`config.mk`:
```
export PLATFORM = sky130hd
export DESIGN_NAME = ecc_decode_feeder_flat
export DESIGN_NICKNAME = d
export VERILOG_FILES = /design/src/rtl/ecc_decode_feeder_if.sv /design/src/rtl/ecc_decode_feeder.sv /design/src/flat_wrapper.sv
export SDC_FILE = /design/constraint.sdc
export NUM_CORES = 1
export LEC_CHECK = 0
export ABC_AREA = 1
export CAP_MARGIN = 10
export CORE_MARGIN = 5
export CORE_UTILIZATION = 50
export DETAILED_ROUTE_END_ITERATION = 10
export PLACE_DENSITY = 0.72
export SLEW_MARGIN = 20
export SYNTH_ARGS = -nofsm -noshare
export SYNTH_HDL_FRONTEND = slang
export SYNTH_SLANG_ARGS = --single-unit
```
`constraint.sdc`:
```
create_clock -name clk -period 3.35 [get_ports clk]
set_clock_uncertainty 0.2 [all_clocks]
set_input_delay 0.67 -clock clk [delete_from_list [all_inputs] [get_ports clk]]
set_output_delay 0.67 -clock clk [all_outputs]
set_load 0.01 [all_outputs]
```
`src/rtl/ecc_decode_feeder_if.sv`:
```
// ============================================================================
//  Module      : ecc_decode_feeder_if
//  Description : Byte-stream input and word-write output bundle of the ECC
//                decode feeder.
//  Revision    : 1.0
// ============================================================================
`default_nettype none

interface ecc_decode_feeder_if;
    logic [7:0]  nand_byte;
    logic        nand_byte_vld;
    logic        nand_byte_rdy;
    logic        ecc_decode_rdy;
    logic        decode_output_over;
    logic        ecc_decode_req;
    logic        wr_en;
    logic [31:0] data_out;

    modport master (
        input  nand_byte,
        input  nand_byte_vld,
        input  ecc_decode_rdy,
        input  decode_output_over,
        output nand_byte_rdy,
        output ecc_decode_req,
        output wr_en,
        output data_out
    );

    modport slave (
        output nand_byte,
        output nand_byte_vld,
        output ecc_decode_rdy,
        output decode_output_over,
        input  nand_byte_rdy,
        input  ecc_decode_req,
        input  wr_en,
        input  data_out
    );
endinterface

`default_nettype wire

```
`src/rtl/ecc_decode_feeder.sv`:
```
// ============================================================================
//  Module      : ecc_decode_feeder
//  Description : Packs one NAND codeword byte stream into 32-bit words and
//                feeds the ECC decode controller. Optional erased-page
//                detection is enabled by ECC_ERASED_PAGE_DETECT_EN.
//  Revision    : 1.0
// ============================================================================
`default_nettype none

module ecc_decode_feeder #(
    parameter int CW_WORDS   = 288,
    parameter int CW_BYTES   = CW_WORDS * 4,
    parameter int FIFO_DEPTH = 4
) (
    input  logic                       clk,
    input  logic                       rst_n,
    input  logic                       start,
    input  logic                       abort,
    ecc_decode_feeder_if.master        bus,
    output logic                       busy,
    output logic                       cw_done,
    output logic                       erased_page
);

    localparam int c_AW   = $clog2(FIFO_DEPTH);
    localparam int c_CNTW = $clog2(FIFO_DEPTH + 1);
    localparam int c_BW   = $clog2(CW_BYTES + 1);
    localparam int c_WW   = $clog2(CW_WORDS + 1);

    localparam logic [c_BW-1:0]   c_CW_BYTES  = c_BW'(CW_BYTES);
    localparam logic [c_WW-1:0]   c_CW_WORDS  = c_WW'(CW_WORDS);
    localparam logic [c_CNTW-1:0] c_FIFO_FULL = c_CNTW'(FIFO_DEPTH);

    localparam logic [1:0] c_IDLE     = 2'd0;
    localparam logic [1:0] c_FILL     = 2'd1;
    localparam logic [1:0] c_WAIT_DEC = 2'd2;
    localparam logic [1:0] c_DONE     = 2'd3;

    logic [1:0]        r_state;
    logic [1:0]        w_state_nxt;
    logic [c_BW-1:0]   r_bytes_in;
    logic [c_WW-1:0]   r_words_out;
    logic [31:0]       r_pack;
    logic [31:0]       r_mem [FIFO_DEPTH];
    logic [c_AW-1:0]   r_wr_ptr;
    logic [c_AW-1:0]   r_rd_ptr;
    logic [c_CNTW-1:0] r_count;
    logic              r_wr_en;
    logic [31:0]       r_data_out;

    logic              w_in_fill;
    logic              w_fifo_full;
    logic              w_fifo_empty;
    logic              w_byte_rdy;
    logic              w_accept;
    logic              w_push;
    logic              w_pop;
    logic              w_start;
    logic              w_to_wait;
    logic [31:0]       w_word;

    assign w_in_fill    = (r_state == c_FILL);
    assign w_fifo_full  = (r_count == c_FIFO_FULL);
    assign w_fifo_empty = (r_count == '0);
    assign w_byte_rdy   = w_in_fill && (r_bytes_in < c_CW_BYTES) && !w_fifo_full;
    assign w_accept     = w_byte_rdy && bus.nand_byte_vld;
    assign w_push       = w_accept && (r_bytes_in[1:0] == 2'd3);
    // The word-count guard keeps a stray FIFO entry from ever becoming word 289.
    assign w_pop        = w_in_fill && !w_fifo_empty && bus.ecc_decode_rdy
                          && (r_words_out < c_CW_WORDS);
    assign w_start      = (r_state == c_IDLE) && start && !abort;
    assign w_to_wait    = w_in_fill && (r_words_out == c_CW_WORDS) && !abort;
    assign w_word       = {bus.nand_byte, r_pack[23:0]};

    always_comb begin
        w_state_nxt = r_state;
        case (r_state)
            c_IDLE:     if (start) w_state_nxt = c_FILL;
            c_FILL:     if (r_words_out == c_CW_WORDS) w_state_nxt = c_WAIT_DEC;
            c_WAIT_DEC: if (bus.decode_output_over) w_state_nxt = c_DONE;
            c_DONE:     w_state_nxt = c_IDLE;
            default:    w_state_nxt = c_IDLE;
        endcase
        if (abort) begin
            w_state_nxt = c_IDLE;
        end
    end

    always_ff @(posedge clk or negedge rst_n) begin
        if (!rst_n) begin
            r_state <= c_IDLE;
        end else begin
            r_state <= w_state_nxt;
        end
    end

    always_ff @(posedge clk or negedge rst_n) begin
        if (!rst_n) begin
            r_bytes_in  <= '0;
            r_words_out <= '0;
            r_pack      <= '0;
            r_wr_ptr    <= '0;
            r_rd_ptr    <= '0;
            r_count     <= '0;
            r_wr_en     <= 1'b0;
            r_data_out  <= '0;
        end else if (abort || w_start) begin
            r_bytes_in  <= '0;
            r_words_out <= '0;
            r_pack      <= '0;
            r_wr_ptr    <= '0;
            r_rd_ptr    <= '0;
            r_count     <= '0;
            r_wr_en     <= 1'b0;
            r_data_out  <= '0;
        end else begin
            r_wr_en <= w_pop;
            if (w_accept) begin
                r_pack[{r_bytes_in[1:0], 3'b000} +: 8] <= bus.nand_byte;
                r_bytes_in <= r_bytes_in + 1'b1;
            end
            if (w_push) begin
                r_wr_ptr <= r_wr_ptr + 1'b1;
            end
            if (w_pop) begin
                r_rd_ptr    <= r_rd_ptr + 1'b1;
                r_data_out  <= r_mem[r_rd_ptr];
                r_words_out <= r_words_out + 1'b1;
            end
            case ({w_push, w_pop})
                2'b10:   r_count <= r_count + 1'b1;
                2'b01:   r_count <= r_count - 1'b1;
                default: r_count <= r_count;
            endcase
        end
    end

    // Storage needs no reset: entries are only read while the count says valid.
    always_ff @(posedge clk) begin
        if (w_push) begin
            r_mem[r_wr_ptr] <= w_word;
        end
    end

`ifdef ECC_ERASED_PAGE_DETECT_EN
    logic r_all_ff;
    logic r_erased;

    always_ff @(posedge clk or negedge rst_n) begin
        if (!rst_n) begin
            r_all_ff <= 1'b0;
            r_erased <= 1'b0;
        end else if (abort) begin
            r_all_ff <= 1'b0;
            r_erased <= 1'b0;
        end else if (w_start) begin
            r_all_ff <= 1'b1;
            r_erased <= 1'b0;
        end else begin
            if (w_accept && (bus.nand_byte != 8'hFF)) begin
                r_all_ff <= 1'b0;
            end
            if (w_to_wait) begin
                r_erased <= r_all_ff;
            end
        end
    end

    assign erased_page = r_erased;
`else
    assign erased_page = 1'b0;
`endif

    assign bus.nand_byte_rdy  = w_byte_rdy;
    assign bus.ecc_decode_req = (r_state == c_FILL) || (r_state == c_WAIT_DEC);
    assign bus.wr_en          = r_wr_en;
    assign bus.data_out       = r_data_out;
    assign busy               = (r_state != c_IDLE);
    assign cw_done            = (r_state == c_DONE);

endmodule

`default_nettype wire

```
`src/flat_wrapper.sv`:
```
// flat-port wrapper written by rule: the top's interface ports become plain ports
module ecc_decode_feeder_flat 
#(
    parameter int CW_WORDS   = 288,
    parameter int CW_BYTES   = CW_WORDS * 4,
    parameter int FIFO_DEPTH = 4
)
  (clk, rst_n, start, abort, busy, cw_done, erased_page, bus_nand_byte, bus_nand_byte_vld, bus_ecc_decode_rdy, bus_decode_output_over, bus_nand_byte_rdy, bus_ecc_decode_req, bus_wr_en, bus_data_out);
  ecc_decode_feeder_if bus_i ();
  input  logic clk;
  input  logic rst_n;
  input  logic start;
  input  logic abort;
  output logic busy;
  output logic cw_done;
  output logic erased_page;
  input wire logic [$bits(bus_i.nand_byte)-1:0] bus_nand_byte;
  input wire logic [$bits(bus_i.nand_byte_vld)-1:0] bus_nand_byte_vld;
  input wire logic [$bits(bus_i.ecc_decode_rdy)-1:0] bus_ecc_decode_rdy;
  input wire logic [$bits(bus_i.decode_output_over)-1:0] bus_decode_output_over;
  output wire logic [$bits(bus_i.nand_byte_rdy)-1:0] bus_nand_byte_rdy;
  output wire logic [$bits(bus_i.ecc_decode_req)-1:0] bus_ecc_decode_req;
  output wire logic [$bits(bus_i.wr_en)-1:0] bus_wr_en;
  output wire logic [$bits(bus_i.data_out)-1:0] bus_data_out;
  assign bus_i.nand_byte = bus_nand_byte;
  assign bus_i.nand_byte_vld = bus_nand_byte_vld;
  assign bus_i.ecc_decode_rdy = bus_ecc_decode_rdy;
  assign bus_i.decode_output_over = bus_decode_output_over;
  assign bus_nand_byte_rdy = bus_i.nand_byte_rdy;
  assign bus_ecc_decode_req = bus_i.ecc_decode_req;
  assign bus_wr_en = bus_i.wr_en;
  assign bus_data_out = bus_i.data_out;
  ecc_decode_feeder #(.CW_WORDS(CW_WORDS), .CW_BYTES(CW_BYTES), .FIFO_DEPTH(FIFO_DEPTH)) u_core (.clk(clk), .rst_n(rst_n), .start(start), .abort(abort), .bus(bus_i), .busy(busy), .cw_done(cw_done), .erased_page(erased_page));
endmodule
```
-- After elaboration in Yosys (flattened, before gate mapping)
Memories as Yosys holds them, arrays and structs flattened.
Index checks and enable logic that the tools add are counted.
- memories: 1
- flip-flop bits (word level): 94
- logic and storage cells: 77
- memory bits (read-only): 0
- bits of input ports: 15
- output and inout port bits: 38
- bits in latches: 0
- RAM bits: 128
- shift-type cells: 2
- multiply operators: 0
- mux-type cells: 23
- equal/unequal tests: 11
- bitwise logic cells: 0
- add/sub/neg operators: 7
- reduce and logical (&&, ||, !) cells: 22
- div/mod/pow operators: 0
- order comparisons: 2
- memories (memory ; words ; bits a word ; rd ports ; clocked after Yosys merged registers in ; wr ports ; RTL line ; text):
    u_core.r_mem ; 4 ; 32 ; 1 ; 0 ; 1 ; ecc_decode_feeder.sv:44 ; logic [31:0] r_mem [FIFO_DEPTH];
- operators by type and width (kind ; number):
    2-to-1 mux 32 bit ; 4
    bitwise mux 32 bit ; 1
    variable shift 8 x 7 -> 32 bit, first input constant ; 1
    indexed part select 8 x 7 -> 32 bit ; 1
    2-to-1 mux 11 bit ; 2
    2-to-1 mux 9 bit ; 2
    2-to-1 mux 2 bit ; 8
    adder 11 x 1 -> 11 bit, second input constant ; 1
    less-than comparator 11 bit, second input constant ; 1
    adder 9 x 1 -> 9 bit, second input constant ; 1
    equality test 9 bit, second input constant ; 1
    logical AND 1 bit ; 9
    less-than comparator 9 bit, second input constant ; 1
    inequality test 3 bit, second input constant ; 3
    equality test 2 bit, second input constant ; 4
    case mux 2 bit (4 select lines) ; 1
    nonzero test 2 bit ; 4
    negator 5 -> 7 bit ; 1
    case mux 3 bit (2 select lines) ; 1
    adder 2 x 1 -> 2 bit, second input constant ; 2
    equality test 2 x 1 -> 1 bit, second input constant ; 2
    adder 3 x 1 -> 3 bit, second input constant ; 1
    equality test 3 bit, second input constant ; 1
    zero test 1 bit ; 3
    other kinds (8) ; 11

-- Logic depth before layout (Yosys ltp)
- word-level depth: 8
- gate-level depth with buffers: 16
- gate-level depth less buffers: 16

-- Least setup slack after synthesis
No wires, ideal clock.
- path kind: reg-to-reg
- from: register u_core.r_state[1]
- to: memory u_core.r_mem[0][0], enable pin
- library setup time: 421 ps
- arrival time: 2525 ps
- clock period less this slack: 3147 ps
- path buffers: 1
- data required time: 2729 ps
- setup slack: 203 ps
- cell stages (with the launch flop): 8
- cell sequence: dfrtp_1 -> inv_1 -> ha_1 -> inv_1 -> a21oi_1 -> nand4_2 -> buf_4 -> nor2_1
- longest elaborated chain between the ends: 7
- ends and longest elaborated chain (element ; RTL line ; text):
    start: declaration ; ecc_decode_feeder.sv:39 ; logic [1:0] r_state;
    start signal: assignment ; ecc_decode_feeder.sv:91 ; r_state <= c_IDLE;
    start signal: assignment ; ecc_decode_feeder.sv:93 ; r_state <= w_state_nxt;
    equality test 2 x 1 -> 1 bit ; ecc_decode_feeder.sv:62 ; assign w_in_fill = (r_state == c_FILL);
    logical AND 1 bit (2 in a row) ; ecc_decode_feeder.sv:65 ; assign w_byte_rdy = w_in_fill && (r_bytes_in < c_CW_BYTES) && !w_fifo_full;
    logical AND 1 bit ; ecc_decode_feeder.sv:66 ; assign w_accept = w_byte_rdy && bus.nand_byte_vld;
    logical AND 1 bit ; ecc_decode_feeder.sv:67 ; assign w_push = w_accept && (r_bytes_in[1:0] == 2'd3);
    2-to-1 mux 1 bit ; ecc_decode_feeder.sv:140 ; if (w_push) begin
    2-to-1 mux 1 bit (not written as such) ; ecc_decode_feeder.sv:141 ; r_mem[r_wr_ptr] <= w_word;
    end: declaration ; ecc_decode_feeder.sv:44 ;
No other way between the ends.

-- Worst setup path after layout
- from: register u_core.r_state[1]
- to: output bus_nand_byte_rdy
- longest elaborated chain between the ends: 3
- ends and longest elaborated chain (element ; RTL line ; text):
    equality test 2 x 1 -> 1 bit ; ecc_decode_feeder.sv:62 ;
    logical AND 1 bit (2 in a row) ; ecc_decode_feeder.sv:65 ;
    end: declaration ; flat_wrapper.sv:21 ; output wire logic [$bits(bus_i.nand_byte_rdy)-1:0] bus_nand_byte_rdy;
No other way between the ends.

==> flow_summary.toml <==
[outcome]
status = "completed"

[place]
dp_slack_ps = 415
io_buffer_count = 51
place.gp.congestion = 0.790
post-dp-hpwl_um = 11100
place_area_um2 = 9590

[floorplanning]
io_pins = 53
dieArea_um2 = 20400
die_h_um = 143
fp.dieW_um = 143
core_um2 = 17300
fp-row-count = 48
start_util_pct = 51.1

[final_layout]
nNetsFinal = 817
final_area_um2 = 10300
area_growth_syn_to_layout_pct = 16.8
drive_gt1_share_pct = 9.59
multiInputGateArea_um2 = 2430
fin_util_pct = 59.7
seq_area_um2 = 6000
fillCellCount = 1342
num_antenna_cells = 0

[logic_synthesis]
synth_area_per_cell_um2 = 12.1
synth_common_cells = "edfxtp_1 (128), dfrtp_1 (86), nor2_1 (84)"
postSynthCellCount = 731
synth_flop_cell = "edfxtp_1"
synth_edf_count = 128
yosysWarningCount = 0
ys_seq_elements = 214
yosysMostFrequentCell = "edfxtp_1"
synth_fp_nets = 762
synth_top_area_share_pct = 43.5
synth_top_area_cell = "edfxtp_1"
seq_area_frac_synth_pct = 67.8
netlist_area_um2 = 8840
async_reset_ff_share_pct = 40.2
synth_cell_type_count = 39
synthTopCellsByArea = "edfxtp_1 (43%), dfrtp_1 (24%), o21ai_0 (4.5%)"

[timing]
worst-slew-pin-transition_ps = 1080
setup_tns_ps = 0
max_freq_ghz = 0.330
setup_ws_ps = 324
setup_viol = 0
period_minus_slack_ps = 3030
rsz0062_at_grt = "false"
period_share_pct = 90.3
max_slew_margin_pct = 28.0
finalHoldViolations = 0
slew_violations = 0

[power_and_ir_drop]
power.leakage_nw = 3.98
p_sw_mw = 1.43
internal-power_mw = 4.48
power_mw = 5.91
swShare_pct = 24.2
power_density_nw_per_um2 = 573
ir_worst_vdd_mv = 0.436
clockPowerShare_pct = 41.5
seqPwrFrac_pct = 48.6
p_comb_share_pct = 9.8

[drt]
vias = 5872
ant_nets = 0
firstDrtPassIters = 5
drt_iter0_markers = 449
met3_length_um = 1040
avgViaCountPerCell = 5.71
top_layer = "met4"
m1WireLength_um = 7940
wire_per_inst_um = 18.5
drc = 0
wl_met2_um = 9720
drt_wl_total_um = 19000

[setup_path]
cp_top_family = "buffers and inverters"
criticalPathCategory = "flip-flop to output pin"
path_buf_inv = 2
path_max_fanout = 4
endpoint = "bus_nand_byte_rdy"
timing.rr.start = "u_core.r_state[1]"
cp_slowest_cell = "clkdlybuf4s50_1"
endpoint_kind = "output pin"
path_cells = "inv_1 > ha_1 > nand2_1 > nor2_4 > clkdlybuf4s50_1"
cp-start-kind = "flip-flop"
max_stage_delay_ps = 570
r2r-end = "u_core.r_count[2]"
critPathLaunch = "u_core.r_state[1]"
crit_arrival_ps = 2160
path_depth = 5
cp.required_ps = 2480
r2r_cells = 14
r2r_setup_slack_ps = 700

[clock_network]
ctsResizeCount = 0
clk_latency_ps = 500
cts_tree = "yes"
cts_buffer_depth = 3
clk_pin_slew_ps = 60
numCtsBuffers = 23
htree_levels = 1
holdBufCountCts = 0
clock_sinks = 214
cts-root-buf = "clkbuf_16"
post_cts_buffers = 0

[job]
cap_violations = 0

[min_path]
hp-class = "input pin to asynchronous set/reset pin"

[grt]
grt_pass1_vias = 6013
grt.overflow.total = 0
grt_max_degree = 66
gr-usage-all-layers_pct = 18.8
antenna_found_initial = 0
grt_pass1_wl_um = 30900
per-stage QoR:
step,std cells,hold slack [ps]
after floorplan,731,174
after global placement,986,287
after detailed placement,986,299
after CTS,1028,66.9
after global routing,1028,121
final,1028,45.0
power groups by stage:
| stage | Combinational (mW) | Sequential [mW] | Clock, mW |
|---|---|---|---|
| 6_report | 0.581 | 2.88 | 2.46 |
| 5_1_grt | 0.645 | 2.88 | 2.60 |
| 4_1_cts | 0.586 | 2.88 | 2.49 |
| 3_5_place_dp | 0.581 | 2.93 | 0 |
| 3_3_place_gp | 0.554 | 2.92 | 0 |
| 2_1_floorplan | 0.380 | 2.92 | 0 |
kinds of logic after synthesis:
logic type,Yosys count,share of synthesized area [%]
buffers and inverters,89,4.78
xor gates and xnor gates,5,0.495
other,1,0.0424
AOI/OAI and AO/OA,184,12.6
DFF,214,67.8
adders and majority gates,16,2.35
and+or+nand+nor,222,11.9
routing by layer:
metal | vias up | global-route usage (%)
met5 | - | 0
met4 | 0 | 4.40
met3 | 29 | 2.85
met2 | 183 | 33.3
met1 | 2957 | 24.5
li1 | 2703 | -
registers in the layout, summed over array words and instances (netlist names), 2 cells and up:
name,count
u_core.r_count,3
u_core.r_rd_ptr,2
u_core.bus.data_out,32
u_core.r_state,2
u_core.r_words_out,9
u_core.r_wr_ptr,2
u_core.r_pack,24
u_core.r_bytes_in,11
u_core.r_mem,128
worst register-to-register path, delay by kind of cell (launching register included):
kind / cells / cell delay (ps)
AOI/OAI and AO/OA: 1 / 180
xor gates and xnor gates: 1 / 200
adders and majority gates: 2 / 600
buffers and inverters: 4 / 290
DFF: 1 / 420
and+or+nand+nor: 6 / 650
how the worst min path moves through the flow:
stage	start	slack, ps	endpoint
5_1_grt	rst_n	120	u_core.bus.data_out[3]
3_3_place_gp	u_core.r_pack[7]	290	u_core.r_mem[2][7]
2_1_floorplan	rst_n	170	u_core.bus.data_out[0]
4_1_cts	rst_n	70	u_core.bus.data_out[4]
3_5_place_dp	u_core.bus.data_out[28]	300	u_core.bus.data_out[28]
6_report	rst_n	50	u_core.bus.data_out[3]
area by class of cell:
class | instances | area share, %
sequential | 214 | 58.0
multi-input combinational | 428 | 23.5
timing repair buffer | 62 | 6.32
clock buffer | 28 | 5.95
tap | 225 | 2.73
inverter | 57 | 2.24
clock inverter | 14 | 1.17
placed cells by master (no fill, tap or decap), types with 2 or more instances in the layout:
cell type / count
a21oi_1: 9
a22o_1: 32
buf_12: 5
buf_4: 7
bufinv_16: 2
clkbuf_1: 3
clkbuf_16: 23
clkbuf_8: 2
clkdlybuf4s50_1: 50
clkinv_1: 7
clkinv_2: 3
clkinv_4: 2
clkinvlp_4: 2
dfrtp_1: 86
edfxtp_1: 128
ha_1: 15
inv_1: 51
inv_2: 2
nand2_1: 73
nand2_4: 3
nand3_1: 27
nand3_4: 4
nand4_1: 6
nor2_1: 80
nor2_2: 8
nor2_4: 3
nor3_1: 11
nor3_2: 2
o21ai_0: 80
o21ai_1: 16
o22ai_1: 43
xor2_1: 5
No activity file was read; power rests on OpenSTA's default activity.
==> patch 1 (same settings) <==
`CW_WORDS` is set to 288 in 2 places; all go to 576.
--- a/src/rtl/ecc_decode_feeder.sv
+++ b/src/rtl/ecc_decode_feeder.sv
@@ -8,7 +8,7 @@
 `default_nettype none
 
 module ecc_decode_feeder #(
-    parameter int CW_WORDS   = 288,
+    parameter int CW_WORDS   = 576,
     parameter int CW_BYTES   = CW_WORDS * 4,
     parameter int FIFO_DEPTH = 4
 ) (
--- a/src/flat_wrapper.sv
+++ b/src/flat_wrapper.sv
@@ -1,7 +1,7 @@
 // flat-port wrapper written by rule: the top's interface ports become plain ports
 module ecc_decode_feeder_flat 
 #(
-    parameter int CW_WORDS   = 288,
+    parameter int CW_WORDS   = 576,
     parameter int CW_BYTES   = CW_WORDS * 4,
     parameter int FIFO_DEPTH = 4
 )
Formal check against the unedited RTL: same outputs for any inputs over 10 cycles, from zero or initial values and one cycle with rst_n low; that may be too few to reach the edited logic, so the function may still have changed.
==> patch 1 against the original RTL <==
- critical path depth unchanged
- total power up 5.0%
- setup slack better by 120 ps
- cell count grew 3.7%
- via count decreased by 0.19%
- sequential power grew 5%
- wire length fell by 0.97%
- design area grew 1.6%
- critical path type unchanged
- sequential share of layout area fell by 0.41 points
- sequential cell count rose by 2
- area after synthesis rose by 1.8%
==> patch 1: results (changes against the original RTL) <==
top cells by area, synth=edfxtp_1 43%, dfrtp_1 24%, o21ai_0 4.5%; n_diodes=0 (unchanged); Filler cells=1405 (+4.7%); Num CTS Buffers=23 (unchanged); final setup vio count=0 (unchanged); largest net degree at the start of global routing=66 (unchanged); max reg flops=128 (unchanged); GP Congestion=0.8491 (+7.5%); outcome=complete, no violations; commonest cells in the netlist=128 x edfxtp_1, 101 x nand2_1, 94 x nor2_1, 88 x dfrtp_1, 81 x o21ai_0; Slew @ Worst Pin=761.0 ps (-319.4 ps); Buffers on Ports=51 (unchanged); clk slew on worst S/H paths=about 50 ps; sequential area share after synthesis=67.20% (-0.62 points); total wire length=18810 microns (-0.97%); DR iter-0 viols=463 (+3.1%); syn nets=793 (+4.1%); GRT Util Overall=18.73% (-0.040 points); Post-Place Worst Slack=447.0 ps (+31.73 ps); Max Cap Viol=0 (unchanged); CTS Root Cell=clkbuf_16; yosys warns=0 (unchanged); Worst Hold Class=in2async; first-pass GRT wire length=30720 microns (-0.49%); initial antenna violation count=0 (unchanged); CP arrival=2040 ps (-120 ps); fin nets=851 (+4.2%); Initial DRT Pass Iterations=5 (unchanged); asr flop ratio synth=40.74% (+0.55 points); Biggest register=u_core.r_mem; VDD IR max=0.4075 mV (-6.6%); # Post-CTS Setup Buffers=0 (unchanged); H-tree levels=1 (unchanged); CTS resizes=0 (unchanged); Unique masters post-synth=42 (+7.7%); clk_lat worst skew=510 ps; Primary FF master, synth=edfxtp_1; CP max FO=4 (unchanged); clock tree buffer depth=3 (unchanged); leak pwr=4.051 nW (+1.8%); HPWL after detailed placement=11370 microns (+2.6%); layout cell share with drive strength beyond 1=10.04% (+0.45 points); vias=5861 (-0.19%); Post-synth EDFFs=128 (unchanged)
==> patch 1: cell count changes after synthesis, moves of 3 or more <==
cell	change
inv_1	-10
nand3_1	-10
clkbuf_1	-3
nand3_4	-4
inv_4	+3
nor2_1	+10
a21oi_1	+3
nand2_1	+28
inv_2	+5
o22ai_1	-4
nand2_2	+3
==> patch 1: final cells by class <==
cell class,instances,share of cell area [%]
well taps,229,2.731
multi-input cells,462,24.30
inverters,51,1.896
flip-flops and latches,216,57.63
clock inverters,8,0.6439
clock buffers,34,6.165
repair buffers,66,6.630
==> patch 1: final timing paths <==
check	end	cells after the start	start	slack, ps
max	bus_nand_byte_rdy	5	u_core.r_state[1]	440
min	u_core.r_state[1]	1	rst_n	20
max reg2reg	u_core.r_count[2]	13	u_core.r_state[1]	700
min reg2reg	u_core.bus.data_out[15]	1	u_core.bus.data_out[15]	300
max in group asynchronous	u_core.r_pack[7]	2	rst_n	2270
min in group clk	u_core.bus.data_out[15]	1	u_core.bus.data_out[15]	300
==> patch 1: logic make-up after synthesis <==
logic type / after synthesis / share of synthesized area (%)
flip-flops: 216 / 67.20
other: 1 / 0.04168
AND/OR/NAND/NOR: 250 / 12.40
buffers and inverters: 84 / 4.575
AO/OA/AOI/OAI: 188 / 12.79
adder cells (fa/ha/maj): 16 / 2.308
XOR/XNOR: 7 / 0.6814
==> patch 1: layer usage <==
layer  up-vias  wire, microns  GRT usage (%)
li1       2808              -              -
met1      2894           8481          26.09
met2       125           9056          31.01
met3        34            820          2.679
met4         0            455          5.547
met5         -              0              0
==> patch 1: per-stage QoR <==
| stage | total power (W) | hold WS (ps) | utilization [%] | instances | area, sq um |
|---|---|---|---|---|---|
| floorplan | 0.003596 | 174.4 | - | 762 | 8997 |
| global placement | 0.003844 | 293.4 | 54.81 | 1024 | 9778 |
| detailed placement | 0.003864 | 297.3 | 54.81 | 1024 | 9778 |
| CTS | 0.006261 | 44.65 | 58.81 | 1066 | 10490 |
| global route | 0.006470 | 68.15 | 58.81 | 1066 | 10490 |
| finish | 0.006210 | 16.64 | 58.81 | 1066 | 10490 |
==> patch 1: report_power, final <==
| part | internal [W] | total (W) | switching (W) |
|---|---|---|---|
| clock | 0.00141 | 0.00240 | 0.000984 |
| combinational | 0.000281 | 0.000802 | 0.000521 |
| sequential | 0.00292 | 0.00301 | 0.0000871 |
==> patch 1: critical path, cell delays in order (launching register included) <==
cell             delay, ps
dfrtp_1                410
inv_1                  110
ha_1                   230
nand2_2                 90
nor2_4                 160
clkdlybuf4s50_1        560
==> patch 2 (same flow settings) <==
Made on the original files. Add a define of `ECC_ERASED_PAGE_DETECT_EN`.
--- a/src/rtl/ecc_decode_feeder.sv
+++ b/src/rtl/ecc_decode_feeder.sv
@@ -6,6 +6,8 @@
 //  Revision    : 1.0
 // ============================================================================
 `default_nettype none
+
+`define ECC_ERASED_PAGE_DETECT_EN
 
 module ecc_decode_feeder #(
     parameter int CW_WORDS   = 288,
Check against the original RTL: same outputs for any inputs over 4 cycles, from zero or initial values and one cycle with rst_n low; that may be too few to reach the edited logic, so the function may still have changed.
==> patch 2 against the original RTL <==
- sequential power increased by 2%
- sequential share of layout area fell by 1.2 points
- sequential cell count grew 2
- setup slack better by 76 ps
- via count increased by 3.9%
- design area up 3.0%
- largest cell class unchanged
- total power rose by 2.9%
- core utilization down 0.31 points
- area after synthesis increased by 2.2%
- wire length up 2.9%
==> patch 2: results (changes against the original RTL) <==
Final Non-Filler Cells=1111 (+8.1%); max reg flops=128 (unchanged); CP arrival=2080 ps (-80 ps); syn nets=837 (+9.8%); CTS Root Cell=clkbuf_16; yosys warns=0 (unchanged); Unique masters post-synth=41 (+5.1%); outcome=complete, no violations; initial antenna violation count=0 (unchanged); clk_lat worst skew=500 ps (about the same); Int Pwr=0.004636 W (+3.4%); Post-synth EDFFs=128 (unchanged); vias in the first global route=6199 (+3.1%); GP Congestion=0.8015 (+1.5%); layout cell share with drive strength beyond 1=10.43% (+0.84 points); Buffers on Ports=52 (+2.0%); first-pass GRT wire length=32190 microns (+4.3%); fin nets=897 (+9.8%); Adder-Cell Fraction of Synth Area=2.299% (-0.050 points); clk slew on worst S/H paths=60 ps (about the same); leak pwr=4.218 nW (+6.0%); worst r2r dst=u_core.r_count[2]; commonest cells in the netlist=128 x edfxtp_1, 123 x nand2_1, 89 x nor2_1, 88 x dfrtp_1, 83 x o21ai_0; Slew HR=46.45% (+18 points); CTS resizes=0 (unchanged); Filler cells=1416 (+5.5%); clock tree buffer depth=3 (unchanged); asr flop ratio synth=40.74% (+0.55 points); sequential area share after synthesis=66.93% (-0.88 points); Compound-Gate Fraction of Synth Area=10.04% (-2.6 points); clock power share=42.3% (+0.8 points); top cells by area, synth=edfxtp_1 43%, dfrtp_1 24%, nand2_1 5.1%; VDD IR max=0.4988 mV (+14%); H-tree levels=1 (unchanged); Worst Hold Class=in2async; FF-to-FF path depth=14 (unchanged); CP startpoint kind=flip-flop; Synth Area per Inst=11.21 sq um (-7.3%); GRT Util Overall=19.50% (+0.72 points); r2r setup slk=880 ps (+180 ps); DR WL/cell=17.59 microns (-4.8%); Initial DRT Pass Iterations=5 (unchanged); post-synthesis xor/xnor area fraction=0.5818% (+0.086 points); vias=6103 (+3.9%); HPWL after detailed placement=11660 microns (+5.2%); DR iter-0 viols=390 (-13%); Post-DP Area=9872 sq um (+2.9%)
-- patch 2: cell count changes in the layout (fill, tap and decap cells not counted), sizes merged, moves of 6 or more --
cell   delta
nand3    +28
nand2    +55
o22ai     +7
buf       +6
a22o     -32
inv      +10
-- patch 2: metrics by stage --
step	hold WS, ps	setup slack, ps	util, %
after floorplan	174.4	248.5	-
after global placement	290.8	560.6	55.14
after detailed placement	286.0	529.0	55.14
after CTS	90.52	355.0	59.41
after global routing	124.0	279.2	59.41
final	63.11	399.1	59.41
-- patch 2: worst max-delay path: stages, from the launching register on --
cell and delay [ps]:
dfrtp_1 400, inv_1 100, ha_1 250, nand2_2 90, nor2_4 180, clkdlybuf4s50_1 570
-- patch 2: cell families after synthesis --
logic type                 count (synthesis)
and+or+nand+nor                          310
DFF                                      216
AOI/OAI and AO/OA                        159
buffers and inverters                     99
adders and majority gates                 16
xor gates and xnor gates                   6
-- patch 2: power by group through the flow --
stage / Sequential (W) / Clock, W / Combinational, W
CTS: 0.00293 / 0.00262 / 0.000592
detailed placement: 0.00298 / 0 / 0.000587
floorplan: 0.00297 / 0 / 0.000391
global route: 0.00294 / 0.00273 / 0.000659
global placement: 0.00298 / 0 / 0.000575
finish: 0.00293 / 0.00257 / 0.000583
-- patch 2: area by class of cell --
cell class | instances | area [sq um] | area share, %
flip-flops and latches | 216 | 6047 | 56.86
multi-input cells | 491 | 2572 | 24.19
repair buffers | 69 | 720.7 | 6.776
clock buffers | 26 | 586.8 | 5.518
well taps | 229 | 286.5 | 2.694
inverters | 65 | 245.2 | 2.306
clock inverters | 15 | 176.4 | 1.659
-- patch 2: how the worst max path moves through the flow --
| stage | end | slack (ps) | cells after the start |
|---|---|---|---|
| 5_1_grt | bus_nand_byte_rdy | 280 | 5 |
| 4_1_cts | bus_nand_byte_rdy | 350 | 5 |
| 3_3_place_gp | u_core.r_count[2] | 560 | 11 |
| 3_5_place_dp | u_core.r_count[2] | 530 | 11 |
| 6_report | bus_nand_byte_rdy | 400 | 5 |
| 2_1_floorplan | u_core.r_mem[0][0] | 250 | 6 |
-- patch 2: layer usage --
layer | vias to the layer above | GRT usage (%) | routed length, microns
li1 | 2920 | - | -
met5 | - | 0 | 0
met2 | 177 | 34.26 | 9932
met3 | 28 | 3.042 | 1134
met4 | 0 | 5.547 | 364
met1 | 2978 | 25.21 | 8108
